<file path="config.mk">
export PLATFORM = sky130hd
export DESIGN_NAME = alu181_serial
export DESIGN_NICKNAME = d
export VERILOG_FILES = /design/src/rtl/alu181_pkg.sv /design/src/rtl/alu181_slice.sv /design/src/rtl/alu181_serial.sv
export SDC_FILE = /design/constraint.sdc
export NUM_CORES = 1
export LEC_CHECK = 0
export ABC_AREA = 1
export BUFFER_PORTS_ARGS = -buffer_cell sky130_fd_sc_hd__buf_2
export CAP_MARGIN = 20
export CORE_MARGIN = 10
export CORE_UTILIZATION = 55
export CTS_BUF_LIST = sky130_fd_sc_hd__clkbuf_2
export DETAILED_ROUTE_END_ITERATION = 10
export PLACE_DENSITY = 0.78
export SYNTH_ARGS = -nofsm -noshare
export SYNTH_HDL_FRONTEND = slang
export SYNTH_HIERARCHICAL = 1
export SYNTH_SLANG_ARGS = --single-unit
</file>
<file path="constraint.sdc">
create_clock -name clk -period 2.85 [get_ports clk]
set_input_delay 0.285 -clock clk [delete_from_list [all_inputs] [get_ports clk]]
set_output_delay 0.285 -clock clk [all_outputs]
set_load 0.02 [all_outputs]
</file>
<file path="src/rtl/alu181_pkg.sv">
// Shared types and function-select codes for the slice-serial 74181-style ALU.
package alu181_pkg;

  typedef enum logic [1:0] {
    IDLE,
    RUN,
    DONE
  } state_t;

  localparam logic [3:0] FN_ADD = 4'b1001;  // m = 0
  localparam logic [3:0] FN_SUB = 4'b0110;  // m = 0, A - B - 1 + c0
  localparam logic [3:0] FN_XOR = 4'b0110;  // m = 1

endpackage

</file>
<file path="src/rtl/alu181_slice.sv">
// Combinational 4-bit 74181-equivalent slice with active-high data.
module alu181_slice
  import alu181_pkg::*;
(
  input  logic [3:0] a4,
  input  logic [3:0] b4,
  input  logic [3:0] s,
  input  logic       m,
  input  logic       cin,
  output logic [3:0] f4,
  output logic       cout,
  output logic       g4,
  output logic       p4
);

  logic [3:0] e;
  logic [3:0] d;
  logic [4:0] c;
  logic [4:0] gc;

  assign e = ~((a4 & b4 & {4{s[3]}}) | (a4 & ~b4 & {4{s[2]}}));
  assign d = ~(a4 | (~b4 & {4{s[1]}}) | (b4 & {4{s[0]}}));

  always_comb begin
    f4    = '0;
    c     = '0;
    gc    = '0;
    c[0]  = cin;
    for (int unsigned i = 0; i < 4; i++) begin
      f4[i]     = e[i] ^ d[i] ^ (c[i] | m);
      c[i+1]    = ~d[i] & (c[i] | ~e[i]);
      gc[i+1]   = ~d[i] & (gc[i] | ~e[i]);
    end
  end

  assign cout = c[4];
  assign g4   = gc[4];
  assign p4   = &e;

endmodule

</file>
<file path="src/rtl/alu181_serial.sv">
// Slice-serial WIDTH-bit 74181-style ALU: one 4-bit slice per clock, LSB first,
// with valid/ready handshakes, accumulator operand and full-word flags.
module alu181_serial
  import alu181_pkg::*;
#(
  parameter int unsigned WIDTH = 16
) (
  input  logic             clk,
  input  logic             rst_n,
  input  logic             in_valid,
  output logic             in_ready,
  input  logic [WIDTH-1:0] a,
  input  logic [WIDTH-1:0] b,
  input  logic [3:0]       s,
  input  logic             m,
  input  logic             cn_b,
  input  logic             use_acc,
  input  logic             flush,
  output logic             out_valid,
  input  logic             out_ready,
  output logic [WIDTH-1:0] f,
  output logic             cn4_b,
  output logic             x,
  output logic             y,
  output logic             aeb
);

  localparam int unsigned NS = WIDTH / 4;
  localparam int unsigned IW = (NS > 1) ? $clog2(NS) : 1;

  state_t           state, next_state;
  logic [WIDTH-1:0] a_sh, b_sh, acc, f_r;
  logic [3:0]       s_r;
  logic             m_r, carry, g_acc, p_acc;
  logic [IW-1:0]    idx;
  logic             last;

  logic [3:0]       f4;
  logic             cout, g4, p4;

  alu181_slice u_slice (
    .a4   (a_sh[3:0]),
    .b4   (b_sh[3:0]),
    .s    (s_r),
    .m    (m_r),
    .cin  (carry),
    .f4   (f4),
    .cout (cout),
    .g4   (g4),
    .p4   (p4)
  );

  assign last = (idx == IW'(NS - 1));

  always_ff @(posedge clk or negedge rst_n) begin
    if (!rst_n) state <= IDLE;
    else        state <= next_state;
  end

  always_comb begin
    next_state = state;
    case (state)
      IDLE:    if (in_valid && !flush) next_state = RUN;
      RUN:     if (flush) next_state = IDLE;
               else if (last) next_state = DONE;
      DONE:    if (flush || out_ready) next_state = IDLE;
      default: next_state = IDLE;
    endcase
  end

  always_comb begin
    in_ready  = (state == IDLE);
    out_valid = (state == DONE);
  end

  always_ff @(posedge clk or negedge rst_n) begin
    if (!rst_n) begin
      a_sh  <= '0;
      b_sh  <= '0;
      acc   <= '0;
      f_r   <= '0;
      s_r   <= '0;
      m_r   <= 1'b0;
      carry <= 1'b0;
      g_acc <= 1'b0;
      p_acc <= 1'b0;
      idx   <= '0;
    end else begin
      case (state)
        IDLE: if (in_valid && !flush) begin
          a_sh  <= a;
          b_sh  <= use_acc ? acc : b;
          s_r   <= s;
          m_r   <= m;
          carry <= ~cn_b;
          g_acc <= 1'b0;
          p_acc <= 1'b1;
          idx   <= '0;
        end
        RUN: if (!flush) begin
          f_r[4*idx +: 4] <= f4;
          a_sh  <= a_sh >> 4;
          b_sh  <= b_sh >> 4;
          carry <= cout;
          // The cin=0 chain never exceeds the real chain, so when it is set the
          // real carry is set too and cout is exactly its slice carry-out.
          g_acc <= g_acc ? cout : g4;
          p_acc <= p_acc & p4;
          idx   <= idx + 1'b1;
        end
        DONE: if (out_ready && !flush) acc <= f_r;
        default: ;
      endcase
    end
  end

  assign f     = f_r;
  assign cn4_b = ~carry;
  assign x     = ~p_acc;
  assign y     = ~g_acc;
  assign aeb   = &f_r;

endmodule

</file>
==> metrics.md, run 1 <==
| Metric | Value |
|---|---|
| Clock share of power | 0.184 |
| Most frequent cells in the layout | nand2_1 (201), nand3_1 (78), dfrtp_1 (76) |
| Post-Synth XOR/XNOR Area | 0.006446 |
| Clock Skew | 21.76 ps |
| # nets final | slightly below 700 |
| Clk_lat worst skew | 550 ps |
| Compound-cell area share of the yosys netlist | 0.05955 |
| Slew Limit Fails | 0 |
| Register area share after synthesis | 0.4665 |
| CP delay by family, top | simple AND/OR/NAND/NOR gates |
| CP arrival | roughly 1700 ps |
| N_diodes | 0 |
| Syn nets | 614 |
| Total power | roughly 4100 uW |
| Final setup vio count | 0 |
| Initial DRC count | 237 |
| FF+latch count, synth | 76 |
| Number of CTS-inserted buffers | 9 |
| Worst endpoint required time | 2570 ps |
| Routed Antenna Nets | 0 |
| Cell variety after synth | 29 |
| Ys async rst share | 1.000 |
| Syn_area_per_cell | between 7 and 8 sq um |
| Met2 WL | around 4900 um |
| CTS sink cnt | 76 |
| Slew HR | 0.3666 |
| GP Congestion | between 0.8 and 0.9 |
| Max Clk Rate | slightly above 0.5 GHz |
| CTS root buffer | clkbuf_2 |
| Wire length on met1 | between 4000 and 5000 um |
| Row cnt | 31 |
| Vias | approximately 3,800 |
| CORE AREA | roughly 0.0072 sq mm |
| Remaining Overflow, GRT | 0 |
| Critical Path Fanout Max | 3 |
| Die Footprint | between 0.01 and 0.015 sq mm |
| DRC viols | 0 |
| Global-route wire length before repair | about 18,000 um |
| Top layer in use | met4 |
| Clock slew at reported path FFs | approximately 200 ps |
| Vias in the first global route | approximately 3,600 |
| Vias per cell | ~5.1 |
| Die Y | 106.1 um |
| Share of cells above drive strength 1 | 0.1742 |
| HP Class | input pin to flop |
| Main combinational cell family by area after synthesis | simple AND/OR/NAND/NOR gates |
| Fin util | 0.6623 |
| CTS tree | built |
| Critical-path cell list | inv_1 > nor3_1 > nand2_1 > nor2_1 > buf_2 |
| Post-placement cell area | roughly 0.0045 sq mm |
| CP startpoint kind | flop |
| Ys Warns | 6 |
| Seq pwr share | 0.408 |
| Lkg Pwr | approximately 0.0026 uW |
| Width of the chip | 106.1 um |
| Final number of hold-violating endpoints | 0 |
| Gr usage total | 0.1897 |
| Antenna violations before repair | 0 |
| Cell Area, Synth | approximately 0.0041 sq mm |
| Tmin final | approximately 2000 ps |
| Most common cell after layout, fill and taps aside | nand2_1 |
| Clock Path Buffers | 2 |
| Port bufs | 65 |
| Routed wire per std cell | about 14 um |
| Comb pwr share | 0.408 |
| Metal3 WL | ~660 um |
| Initial DRT Pass Iterations | 5 |
| Worst path slowest cell | dfrtp_1 |
| HPWL Detailed | 7560 um |
| Mapped Cells | 563 |
| DRT Wirelength | 10,390 um |
| Post-CTS resize count | 0 |
| Fill cells | between 600 and 700 |
| Worst Setup Path Type | flop to primary output |
| Mux cell area share after synthesis | 0 |
| Final Cell Area | 0.004778 sq mm |
| Synth Area in Adders | 0.02149 |
| Switching portion of total power | 0.4283 |
| Primary FF master, synth | dfrtp_1 |
| Initial core utilization | 0.5650 |
| Power Density | 861.1 mW/mm^2 |
| RSZ-0062 raised after global routing | false |
| Critical path buffer and inverter count | 2 |
| Io pins | 66 |
| Maximum VDD drop | approximately 0.00053 V |
| Worst-Margin Slew | 947.8 ps |
| MaxCap Viol Count | 0 |
| Layout area overhead | 17.22% |
| Worst stage delay on the critical path | roughly 390 ps |
| Status | completed |
| Final setup TNS | 0 ps |
| Period utilization | 0.6893 |
| Worst setup EP type | primary output |
| Net switching power | about 1800 uW |
| Reg area | between 0.0015 and 0.002 sq mm |
| Largest net degree at the start of global routing | 49 |
| EDFF count, synth | 0 |
| Simple-gate share of the synthesized area | 0.3570 |
| Multi-input gate area in the final layout | approximately 0.0018 sq mm |
| H-tree depth | 3 |
| Internal Pwr Total | 2352 uW |
## synth_stat cells, types with 2 or more instances
master / instances / area (sq um)
inv_1: 69 / 259.0
clkbuf_1: 12 / 45.04
nand3_2: 2 / 20.02
or2_2: 4 / 25.02
nor2_1: 30 / 112.6
nor2_2: 5 / 31.28
nand2_1: 201 / 754.5
buf_2: 8 / 40.04
dfrtp_1: 76 / 1902
o21ai_0: 34 / 170.2
nand3_1: 78 / 390.4
o21ai_1: 7 / 35.03
inv_2: 2 / 7.510
a21oi_1: 4 / 20.02
ha_1: 7 / 87.58
nand2_2: 7 / 43.79
xnor2_1: 2 / 17.52
nor3_1: 4 / 20.02
## worst paths after layout
path                            startpoint      end  slack (ps)  depth (start not counted)
worst min register to register     acc[15]  acc[15]         510                          2
max in group asynchronous            rst_n    f[11]        1840                          3
worst min-delay path                  a[0]  a_sh[0]          20                          5
min in group asynchronous            rst_n      m_r         280                          2
worst max register to register      idx[0]     f[8]         960                          8
worst max-delay path                  f[3]      aeb         890                          5
## cell families after synthesis
family / after synthesis
fa+ha+maj: 7
simple gates: 337
compound gates: 47
xor+xnor: 3
flops: 76
buf+inv: 93
## flip-flops by register name (all words and copies together), names as in the netlist
name / cells
a_sh: 16
acc: 16
b_sh: 16
carry: 1
f: 16
g_acc: 1
idx: 2
m_r: 1
p_acc: 1
s_r: 4
state: 2
## layer usage
metal	track usage	vias to the layer above
met5	0	-
met4	0.06867	0
met3	0.04167	15
met2	0.2889	100
met1	0.2594	1758
li1	-	1904
## worst register-to-register path, delay by kind of cell (launching register included)
| family | cells | cell delay, ps |
|---|---|---|
| AND/OR/NAND/NOR | 5 | 630 |
| flip-flops | 1 | 460 |
| adder cells (fa/ha/maj) | 1 | 410 |
| buffers and inverters | 2 | 330 |
## through the flow
| step | setup slack (ps) | hold slack, ps | std cells |
|---|---|---|---|
| 2_1_floorplan | 1245 | -10.59 | 563 |
| 3_3_place_gp | 1061 | 359.2 | 714 |
| 3_5_place_dp | 993.5 | 379.6 | 714 |
| 4_1_cts | 888.3 | 6.978 | 742 |
| 5_1_grt | 783.6 | 25.88 | 742 |
| 6_report | 885.6 | 20.45 | 742 |
## layout make-up
cell class              count  area share
flip-flops and latches     76      0.3980
well taps                  99     0.02592
inverters                  72     0.05656
multi-input cells         394      0.3792
clock buffers              10     0.01047
repair buffers             85      0.1084
clock inverters             6     0.02147
## timing repair
item                                    CTS  global route
endpoints found under the setup margin    0             0
buffers inserted                          0             0
hold endpoints to repair                 39             0
hold buffers                             12             0
## power by group through the flow
| stage | Sequential (uW) | Clock [uW] | Combinational [uW] |
|---|---|---|---|
| 6_report | 1680 | 757 | 1680 |
| 5_1_grt | 1710 | 805 | 1930 |
| 4_1_cts | 1670 | 759 | 1680 |
| 3_5_place_dp | 1690 | 0 | 1650 |
| 3_3_place_gp | 1680 | 0 | 1600 |
| 2_1_floorplan | 1650 | 0 | 1210 |
Note: power is estimated with default switching activity, not from simulation.
==> run 2: changes to the inputs <==
- CORE_UTILIZATION: 55 -> 53
- PLACE_DENSITY: 0.78 -> 0.79
- clock period: 2.85 -> 1.8 ns (I/O delays scaled with it)
==> metrics.md, run 2 (synthesized netlist as in run 1, its figures left out) <==
| Metric | Value |
|---|---|
| Crit path top cell by count | nand2_1 |
| Routed wire per std cell | 14.46 um |
| Period utilization | 0.9766 |
| Clock Path Buffers | 2 |
| Worst R2R Path Depth | 8 |
| Initial core utilization | 0.5531 |
| Routed Antenna Nets | 0 |
| Clock slew at reported path FFs | about 210 ps |
| Critical Path Fanout Max | 3 |
| Worst setup EP type | primary output |
| Io pins | 66 |
| Comb pwr share | 0.471 |
| Most common cell after layout, fill and taps aside | nand2_1 |
| Clock share of power | 0.115 |
| Width of the chip | between 100 and 150 um |
| Initial DRC count | 300 |
| CORE AREA | between 0.007 and 0.008 sq mm |
| Row cnt | 31 |
| Vias | 4,031 |
| R2R Setup Slk | approximately 80 ps |
| Initial DRT Pass Iterations | 7 |
| CTS sink cnt | 76 |
| CTS root buffer | clkbuf_2 |
| Maximum VDD drop | between 0.001 and 0.0015 V |
| CP startpoint kind | flop |
| Final number of hold-violating endpoints | 0 |
| Die Y | between 100 and 150 um |
| Worst path slowest cell | dfrtp_1 |
| Worst stage delay on the critical path | ~430 ps |
| Critical-path cell list | nand2_1 > nor3_2 > nand2_1 > nor2_2 > buf_6 |
| Fill cells | between 500 and 600 |
| H-tree depth | 3 |
| Final setup vio count | 0 |
| Number of CTS-inserted buffers | 9 |
| Internal Pwr Total | 3480 uW |
| Worst-Margin Slew | ~450 ps |
| GP Congestion | 0.9296 |
| Power Density | around 1300 mW/mm^2 |
| Slew HR | 0.6981 |
| MaxCap Viol Count | 0 |
| Clock Skew | 31.51 ps |
| HP Class | input pin to flop |
| Antenna violations before repair | 0 |
| Global-route wire length before repair | 18,350 um |
| Layout area overhead | 23.30% |
| RSZ-0062 raised after global routing | true |
| Slew Limit Fails | 0 |
| Lkg Pwr | ~0.0027 uW |
| CP arrival | approximately 1600 ps |
| Net switching power | between 2000 and 3000 uW |
| Seq pwr share | 0.414 |
| Vias in the first global route | around 3,900 |
| Switching portion of total power | 0.4516 |
| Total power | between 6000 and 7000 uW |
| Most frequent cells in the layout | nand2_1 (201), nand3_1 (78), dfrtp_1 (75) |
| Final setup TNS | 0 ps |
| Status | completed |
| Worst Setup Path Type | flop to primary output |
| Remaining Overflow, GRT | 0 |
| Worst endpoint required time | 1620 ps |
| Tmin final | approximately 1800 ps |
| Gr usage total | 0.1926 |
| # nets final | a little over 700 |
| Largest net degree at the start of global routing | 77 |
| CTS tree | built |
| Dpl ws | 139.5 ps |
| Worst Slack Setup Final | 42.20 ps |
| N_diodes | 0 |
| Port bufs | 65 |
| DRC viols | 0 |
| DRT Wirelength | approximately 11,000 um |
| Worst hold stages | 5 |
| Max Clk Rate | between 0.5 and 0.6 GHz |
| Share of cells above drive strength 1 | 0.1970 |
| Clk_lat worst skew | around 500 ps |
| HPWL Detailed | between 7000 and 8000 um |
| Die Footprint | ~0.012 sq mm |
| Vias per cell | about 5.2 |
[run 2: changes by cell type in the layout (fill, tap and decap cells not counted), moves of 3 or more]
cell | previous run | this run
buf_12 | 1 | 4
buf_4 | 7 | 16
bufinv_16 | 3 | 0
dlygate4sd3_1 | 12 | 28
nor2_1 | 30 | 27
nor2_2 | 5 | 8
[run 2: worst max-delay path: cells and delay by family, from the launching register on]
kind                   cells  cell delay (ps)
buffers and inverters      1              130
flip-flops                 1              430
AND/OR/NAND/NOR            4              530
[run 2: per-stage QoR]
step	std cells	cell area, sq um	utilization	hold WS (ps)
6_report	769	5026	0.6820	25.81
5_1_grt	769	5026	0.6820	3.177
4_1_cts	759	4913	0.6667	5.384
3_5_place_dp	717	4566	0.6195	251.5
3_3_place_gp	717	4566	0.6195	244.4
2_1_floorplan	563	4076	-	-115.6
[run 2: timing repair]
| action | in CTS | in global routing |
|---|---|---|
| setup endpoints to repair | 1 | 6 |
| gates resized for setup | 1 | 11 |
| pin swaps | 0 | 1 |
| setup buffers | 0 | 9 |
| hold buffers | 27 | 1 |
| endpoints found under the hold margin | 100 | 1 |
[run 2: worst paths after layout]
| kind | from | endpoint |
|---|---|---|
| max | f[0] | aeb |
| min | b[9] | b_sh[9] |
| max reg2reg | s_r[0] | f[12] |
| min reg2reg | acc[12] | acc[12] |
| max in group asynchronous | rst_n | b_sh[12] |
| min in group asynchronous | rst_n | a_sh[13] |
[run 2: power groups by stage]
stage	Combinational, uW	Clock, uW	Sequential [uW]
after floorplan	1920	0	2610
after global placement	2660	0	2620
after detailed placement	2730	0	2650
after CTS	2800	748	2610
after global routing	3350	825	2690
final	2990	728	2630
[run 2: layer usage]
layer  part of all wire  routed length [um]  vias up  global-route usage
li1                   -                   -     1964                   -
met1               0.43                4779     1886              0.2543
met2               0.49                5461      165              0.3075
met3              0.063                 699       16             0.04371
met4              0.016                 175        0             0.05630
met5                  0                   0        -                   0
[run 2: final cells by class]
type / count / area [sq um] / area share
sequential: 76 / 1903 / 0.3786
multi-input combinational: 394 / 1844 / 0.3669
timing repair buffer: 113 / 812.0 / 0.1616
inverter: 72 / 270.3 / 0.05377
tap: 99 / 123.9 / 0.02465
clock buffer: 11 / 55.05 / 0.01095
clock inverter: 4 / 17.52 / 0.003485
